`config.mk`:
```
export PLATFORM = sky130hd
export DESIGN_NAME = xrw_resp
export DESIGN_NICKNAME = d
export VERILOG_FILES = /design/src/rtl/xrw_resp.sv
export SDC_FILE = /design/constraint.sdc
export NUM_CORES = 1
export LEC_CHECK = 0
export BUFFER_PORTS_ARGS = -buffer_cell sky130_fd_sc_hd__buf_4
export CAP_MARGIN = 20
export CELL_PAD_IN_SITES_DETAIL_PLACEMENT = 0
export CELL_PAD_IN_SITES_GLOBAL_PLACEMENT = 1
export CORE_AREA = 10 10 184 186
export CTS_BUF_LIST = sky130_fd_sc_hd__clkbuf_16
export CTS_CLUSTER_SIZE = 16
export DETAILED_ROUTE_END_ITERATION = 16
export DIE_AREA = 0 0 194 196
export GPL_ROUTABILITY_DRIVEN = 0
export PLACE_DENSITY = 0.89
export SLEW_MARGIN = 20
export SYNTH_ARGS = -nofsm -noshare
export SYNTH_HDL_FRONTEND = slang
export SYNTH_SLANG_ARGS = --single-unit
```
`constraint.sdc`:
```
create_clock -name clk -period 15.2 [get_ports clk]
set_input_delay 0.76 -clock clk [delete_from_list [all_inputs] [get_ports clk]]
set_output_delay 0.76 -clock clk [all_outputs]
set_load 0.02 [all_outputs]
```
`src/rtl/xrw_resp.sv`:
```
`default_nettype none
// ============================================================================
// Module   : xrw_resp
// Purpose  : Zero-wait-state register responder. Eight general registers,
//            a 4-entry FIFO with status, an optional free-running cycle
//            counter, sticky FIFO error flags and a registered interrupt.
// Config   : define XRW_RESP_CNT_EN to include the cycle counter at
//            address 10; without it address 10 reads 0 and ignores writes.
// Revision : 1.0 - initial release
// ============================================================================
module xrw_resp #(
    parameter int DATA_W = 32,
    parameter int ADDR_W = 4
) (
    input  logic              clk,
    input  logic              rst,
    input  logic              rw_req,
    input  logic              rw_rnw,
    input  logic [ADDR_W-1:0] rw_addr,
    input  logic [DATA_W-1:0] data_to_wr,
    output logic [DATA_W-1:0] data_to_rd,
    output logic              irq
);

    localparam logic [ADDR_W-1:0] c_ADDR_FIFO   = ADDR_W'(8);
    localparam logic [ADDR_W-1:0] c_ADDR_STATUS = ADDR_W'(9);
    localparam logic [ADDR_W-1:0] c_ADDR_CNT    = ADDR_W'(10);
    localparam logic [ADDR_W-1:0] c_ADDR_ERR    = ADDR_W'(11);
    localparam logic [2:0]        c_FIFO_DEPTH  = 3'd4;

    logic [DATA_W-1:0] r_regs [0:7];
    logic [DATA_W-1:0] r_fifo [0:3];
    logic [1:0]        r_wptr;
    logic [1:0]        r_rptr;
    logic [2:0]        r_count;
    logic [1:0]        r_err;
    logic              r_irq;

    logic w_rd_en;
    logic w_wr_en;
    logic w_is_gpr;
    logic w_empty;
    logic w_full;
    logic w_push;
    logic w_pop;
    logic w_push_ok;
    logic w_pop_ok;
    logic w_ovf;
    logic w_udf;
    logic [1:0] w_w1c;

    assign w_rd_en  = rw_req &  rw_rnw;
    assign w_wr_en  = rw_req & ~rw_rnw;
    assign w_is_gpr = (rw_addr < ADDR_W'(8));
    assign w_empty  = (r_count == 3'd0);
    assign w_full   = (r_count == c_FIFO_DEPTH);

    assign w_push    = w_wr_en && (rw_addr == c_ADDR_FIFO);
    assign w_pop     = w_rd_en && (rw_addr == c_ADDR_FIFO);
    assign w_push_ok = w_push && !w_full;
    assign w_pop_ok  = w_pop  && !w_empty;
    assign w_ovf     = w_push &&  w_full;
    assign w_udf     = w_pop  &&  w_empty;
    assign w_w1c     = (w_wr_en && (rw_addr == c_ADDR_ERR)) ? data_to_wr[1:0] : 2'b00;

`ifdef XRW_RESP_CNT_EN
    logic [DATA_W-1:0] r_cnt;
    logic              w_cnt_clr;

    assign w_cnt_clr = w_wr_en && (rw_addr == c_ADDR_CNT);

    // Free-running cycle counter; a write in the same cycle forces 0 instead of incrementing
    always_ff @(posedge clk or posedge rst) begin
        if (rst) begin
            r_cnt <= '0;
        end else if (w_cnt_clr) begin
            r_cnt <= '0;
        end else begin
            r_cnt <= r_cnt + DATA_W'(1);
        end
    end
`endif

    // General-purpose register file writes
    always_ff @(posedge clk or posedge rst) begin
        if (rst) begin
            for (int i = 0; i < 8; i++) begin
                r_regs[i] <= '0;
            end
        end else if (w_wr_en && w_is_gpr) begin
            r_regs[rw_addr[2:0]] <= data_to_wr;
        end
    end

    // FIFO storage; contents are don't-care after reset since pointers restart at 0
    always_ff @(posedge clk) begin
        if (w_push_ok && !rst) begin
            r_fifo[r_wptr] <= data_to_wr;
        end
    end

    // FIFO pointers and occupancy; rejected push/pop leaves them untouched
    always_ff @(posedge clk or posedge rst) begin
        if (rst) begin
            r_wptr  <= 2'd0;
            r_rptr  <= 2'd0;
            r_count <= 3'd0;
        end else begin
            if (w_push_ok) begin
                r_wptr <= r_wptr + 2'd1;
            end
            if (w_pop_ok) begin
                r_rptr <= r_rptr + 2'd1;
            end
            if (w_push_ok) begin
                r_count <= r_count + 3'd1;
            end else if (w_pop_ok) begin
                r_count <= r_count - 3'd1;
            end
        end
    end

    // Sticky error flags: W1C clears first, then new events set, so a set always wins
    always_ff @(posedge clk or posedge rst) begin
        if (rst) begin
            r_err <= 2'b00;
        end else begin
            r_err <= (r_err & ~w_w1c) | {w_udf, w_ovf};
        end
    end

    // Interrupt follows the error register with one cycle of latency
    always_ff @(posedge clk or posedge rst) begin
        if (rst) begin
            r_irq <= 1'b0;
        end else begin
            r_irq <= |r_err;
        end
    end

    assign irq = r_irq;

    // Combinational read mux; idle and write cycles return 0
    always_comb begin
        data_to_rd = '0;
        if (w_rd_en) begin
            if (w_is_gpr) begin
                data_to_rd = r_regs[rw_addr[2:0]];
            end else begin
                case (rw_addr)
                    c_ADDR_FIFO:   data_to_rd = w_empty ? '0 : r_fifo[r_rptr];
                    c_ADDR_STATUS: data_to_rd = {{(DATA_W-5){1'b0}}, r_count, w_full, w_empty};
`ifdef XRW_RESP_CNT_EN
                    c_ADDR_CNT:    data_to_rd = r_cnt;
`endif
                    c_ADDR_ERR:    data_to_rd = {{(DATA_W-2){1'b0}}, r_err};
                    default:       data_to_rd = '0;
                endcase
            end
        end
    end

endmodule
`default_nettype wire

```
==> flow_summary.yaml, run 1 <==
run_status:
  outcome: "complete, no violations"
die:
  fp-row-count: 64
  die_h_um: 196
  die-area_um2: 38000
  start_util: 0.560
  die_w_um: 194
  ios: 73
  core_um2: 30300
route:
  via_per_inst: 6.15
  drtAntennaViolNets: 0
  vias: 9410
  wl_per_cell_um: 24.7
  drtIter0Drc: 643
  routed_wl_um: 37700
  drc_errors: 0
  firstDrtPassIters: 5
worst_setup_path:
  r2r_slack_ns: 12.93
  critPathArrivalTime_ns: 3.32
  crit_required_ns: 14.44
  worst_r2r_path_depth: 4
  crit_start: "rw_addr[2]"
  rr_startpoint: "r_count[0]"
  reg2reg_to: "r_fifo[0][25]"
  end_kind: "output pin"
  cp-start-kind: "primary input"
  crit_fanout: 47
  crit_type: "in -> out"
power_and_ir_drop:
  p_sw_frac: 0.245
  combPwrFrac: 0.150
  power-per-cell-area_nw_per_um2: 139
  internal-power_uw: 2000
  power_leakage_uw: 0.00798
  vdd_ir_drop_max_uv: 91.3
  switchingPower_uw: 650
  p_clk_frac: 0.345
  power_frac_seq: 0.505
clock_network:
  cts_htree_levels: 2
  ctsResizeCount: 0
  post_cts_buffers: 0
  cts_tree: "done"
  ctsRootBufferMaster: "clkbuf_16"
  cts_max_path_buffers: 3
  worstSkewPairLatency_ns: 0.52
  clock_sinks: 394
  clk_pin_slew_ns: 0.06
  cts_hold_buf: 0
  numCtsBuffers: 39
global_routing:
  antenna_found_initial: 2
  first_global_vias: 10200
  grt_util_all_layers: 0.198
  gr-total-overflow: 0
  grt_start_max_net_pins: 118
  grt_pass1_wl_um: 59800
logic_synthesis:
  yosysSeqAreaShare: 0.619
  ys.flop_type: "dfrtp_1"
  yosys.cell_types.count: 52
  netlist.area_leader.share: 0.393
  syn_area_per_cell_um2: 16.2
  synth_top_cell_by_area: "dfrtp_1"
  syn_inst: 1045
  synth_edf_count: 128
  synth.area.top_cells: "dfrtp_1, edfxtp_1, mux2_2, mux4_2, mux2i_1"
  synth_seq_cells: 394
  yosysWarningCount: 0
  synth_nets: 1090
  synth_area_um2: 17000
  async_flop_share: 0.675
placed_design:
  place.detailed.hpwl_um: 21400
  port_buffers: 72
  pre_cts_ws_ns: 10.77
  dp_cells: 1456
timing:
  fin_tns_setup_ns: 0
  tightest_slew_ns: 1.14
  period_share: 0.269
  fmax_mhz: 245
  setup_viol: 0
  rsz0062_at_grt: "no"
  period_needed_ns: 4.08
  fin_skew_ns: 0.00553
  drv_slew: 0
  finalHoldViolations: 0
  maxSlewHeadroom: 0.242
  fin_ws_ns: 11.12
final_layout:
  final_nets: 1147
  fin_cells: 1529
  final_common_cell: "mux2_2"
  area_growth_pct: 12.4
  final_cell_mix: "mux2_2, dfrtp_1, edfxtp_1"
  layout-drive-gt1-share: 0.444
run:
  maxCapViolCount: 0
hold_path:
  min-delay-path-class: "in -> async"
-- cell usage after synthesis, drive strengths merged, types with 3 or more instances --
master   count
mux2       278
o22ai       25
mux2i       17
a211oi       8
o221ai       8
mux4        64
o21ai        5
dfrtp      266
o31ai        5
clkbuf      16
a21oi       19
and2         4
or2          4
buf         50
ha           4
a2bb2oi      6
a22o         5
inv          4
nand2b       6
xnor2        3
nor2b       11
nand3        5
nor2        16
o41ai        5
o21a         3
nand2       42
a22oi        9
edfxtp     128
nor3         5
-- through the flow --
stage               hold WS, ns  instance area [um^2]  utilization  total power [uW]
global placement          0.480                 17800        0.588              1730
detailed placement        0.485                 17800        0.588              1760
CTS                       0.425                 19000        0.628              2670
finish                    0.386                 19100        0.630              2650
global route              0.429                 19100        0.630              2760
floorplan                 0.461                 17000            -              1640
-- worst max path at each step --
stage / end / slack (ns) / depth (start not counted)
after floorplan: irq / 7.11 / 1
after global placement: r_regs[9] / 10.90 / 6
after detailed placement: r_regs[30] / 10.77 / 6
after CTS: data_to_rd[0] / 11.09 / 8
after global routing: data_to_rd[0] / 10.94 / 8
final: data_to_rd[0] / 11.12 / 8
-- power groups by stage --
stage / logic [uW] / registers (uW) / clock network [uW]
floorplan: 330 / 1310 / 0
global placement: 387 / 1350 / 0
detailed placement: 400 / 1360 / 0
CTS: 402 / 1340 / 929
global route: 435 / 1350 / 973
finish: 397 / 1340 / 913
-- per-layer routing --
layer / vias up / track usage / share of wire
met5: - / 0 / 0.00032
met2: 192 / 0.327 / 0.49
met4: 2 / 0.0496 / 0.018
li1: 4135 / - / -
met1: 5029 / 0.267 / 0.45
met3: 52 / 0.0344 / 0.042
-- worst max-delay path, stage by stage --
cell and delay (ns):
buf_4 0.28, buf_4 0.39, nand4b_1 0.37, nor3_4 0.55, buf_4 0.47, a22oi_1 0.16, o211ai_1 0.13, buf_4 0.17
-- layout make-up --
type | instances | area [um^2]
timing repair buffer | 82 | 639
multi-input combinational | 581 | 6190
inverter | 4 | 22.5
clock buffer | 41 | 1030
sequential | 394 | 10500
antenna | 1 | 2.50
clock inverter | 30 | 179
tap | 396 | 495
fill | 2231 | 11200
-- state kept, by name, indices dropped and copies added (netlist names) --
signal   cells
irq          1
r_fifo     128
r_count      3
r_rptr       2
r_regs     256
r_wptr       2
r_err        2
-- cell families after synthesis --
kind of cell	after synthesis	synth area share
AOI/OAI and AO/OA	106	0.0439
xor gates and xnor gates	5	0.00258
adders and majority gates	5	0.00413
buffers and inverters	70	0.0179
DFF	394	0.619
muxes	359	0.280
and+or+nand+nor	106	0.0323
Power figures use the tool's default switching activity.
==> run 2, diff against run 1 <==
CORE_AREA = 10 10 199 201   (was 10 10 184 186)
DIE_AREA = 0 0 209 211   (was 0 0 194 196)
PLACE_DENSITY = 0.81   (was 0.89)
clock period = 3.27 ns   (was 15.2 ns; I/O delays follow)
==> run 2 against run 1 <==
Via count rose by 3.5%. Worst hold slack got worse by 0.27 ns. Largest power group unchanged. Die area up 16%. Global-route usage decreased by 1.7 points. Cell count up 8.4%. Sequential share of layout area down 2.2 points. Critical endpoint is now data_to_rd[20].
==> flow_summary.yaml, run 2 (synthesis results as in run 1) <==
global_routing:
  first_global_vias: 10200
  gr-total-overflow: 0
  grt_util_all_layers: 0.181
  antenna_found_initial: 0
  grt_pass1_wl_um: 62600
  grt_start_max_net_pins: 105
route:
  routed_wl_um: 39800
  firstDrtPassIters: 5
  via_per_inst: 5.87
  drc_errors: 0
  vias: 9739
  wl_per_cell_um: 24.0
  drtIter0Drc: 596
  drtAntennaViolNets: 0
worst_setup_path:
  cp_common_cell: "buf_4"
  reg2reg_to: "r_fifo[3][18]"
  crit_fanout: 16
  critPathSlowestCell: "dfrtp_2"
  cp-start-kind: "flop"
  crit_required_ns: 3.11
  end_kind: "output pin"
  worst_r2r_path_depth: 6
  cpPeakStageDelay_ns: 0.84
  critPathArrivalTime_ns: 2.72
  crit_type: "reg -> out"
  r2r_slack_ns: 1.10
  rr_startpoint: "r_count[0]"
  path_cells: "buf_4 > mux4_2 > a22o_1 > buf_4"
power_and_ir_drop:
  vdd_ir_drop_max_uv: 515
  power-per-cell-area_nw_per_um2: 626
  power_leakage_uw: 0.00830
clock_network:
  ctsRootBufferMaster: "clkbuf_16"
  ctsResizeCount: 0
  worstSkewPairLatency_ns: 0.53
  cts_htree_levels: 2
  numCtsBuffers: 41
  clk_pin_slew_ns: 0.06
  cts_hold_buf: 33
  cts_max_path_buffers: 3
  post_cts_buffers: 0
  cts_tree: "done"
  clock_sinks: 394
final_layout:
  final_nets: 1212
  largest_register: "r_regs"
  area_growth_pct: 17.0
  num_antenna_cells: 0
  final_util: 0.560
  layout-drive-gt1-share: 0.441
  final_cell_mix: "mux2_2, dfrtp_1, edfxtp_1"
  top_regs: "r_regs (256), r_fifo (128), r_count (3)"
  largest_reg_flops: 256
  final_common_cell: "mux2_2"
  fin_area_um2: 19800
placed_design:
  placed_area_um2: 18300
  place.detailed.hpwl_um: 24900
  pre_cts_ws_ns: 0.621
  port_buffers: 72
hold_path:
  hp-start: "rw_addr[0]"
  holdPathEnd: "r_err[0]"
  min-delay-path-class: "in -> reg"
  holdPathStages: 2
timing:
  tightest_slew_ns: 0.726
  rsz0062_at_grt: "no"
  setup_viol: 0
  drv_slew: 0
  hold_slack_ns: 0.112
  fin_ws_ns: 0.386
  fin_skew_ns: 0.0136
  period_needed_ns: 2.88
  finalHoldViolations: 0
  maxSlewHeadroom: 0.512
  period_share: 0.882
  fmax_mhz: 347
die:
  start_util: 0.479
  fp-row-count: 69
  die-area_um2: 44100
  die_w_um: 209
  core_um2: 35400
  ios: 73
  die_h_um: 211
run:
  maxCapViolCount: 0
run_status:
  outcome: "complete, no violations"
## run 2: cell count changes in the layout (fill, tap and decap cells not counted), moves of 3 or more
cell / delta
and2_2: +4
and2_4: -4
buf_12: +14
buf_4: +18
clkinv_1: +3
clkinv_2: -6
dlygate4sd3_1: +33
inv_1: +4
## run 2: stage by stage
stage | TNS [ns] | std cells | total power [uW]
floorplan | -107.73 | 1045 | 7620
CTS | 0 | 1658 | 12500
global route | 0 | 1658 | 13000
detailed placement | 0 | 1552 | 8220
global placement | 0 | 1552 | 8120
finish | 0 | 1658 | 12400
## run 2: critical path, delay by kind of cell (launching register included)
kind | cells | cell delay, ns
muxes | 1 | 0.54
AOI/OAI and AO/OA | 1 | 0.26
buffers and inverters | 2 | 0.54
DFF | 1 | 0.84
## run 2: routing by layer
metal / up-vias / routed length (um) / track usage / share of wire
li1: 4262 / - / - / -
met1: 5234 / 18200 / 0.254 / 0.46
met2: 195 / 19300 / 0.292 / 0.49
met3: 48 / 1660 / 0.0285 / 0.042
met4: 0 / 649 / 0.0402 / 0.016
met5: - / 0 / 0 / 0
## run 2: final cells by class
type | count | area [um^2]
inverter | 4 | 18.8
sequential | 394 | 10500
multi-input combinational | 581 | 6180
fill | 2818 | 15600
clock inverter | 32 | 179
tap | 461 | 577
timing repair buffer | 145 | 1350
clock buffer | 41 | 1030
## run 2: report_power, final
group / switching, uW / total [uW] / internal [uW]
sequential: 444 / 6210 / 5760
clock: 1830 / 4250 / 2420
combinational: 788 / 1950 / 1160
## run 2: worst max-delay path by stage
stage	cells past startpoint	startpoint	slack, ns	to
2_1_floorplan	1	rst	-0.40	irq
3_3_place_gp	7	rw_addr[0]	0.78	data_to_rd[18]
3_5_place_dp	6	rw_addr[2]	0.62	data_to_rd[11]
4_1_cts	4	r_rptr[0]	0.36	data_to_rd[20]
5_1_grt	4	r_rptr[0]	0.27	data_to_rd[24]
6_report	4	r_rptr[0]	0.39	data_to_rd[20]
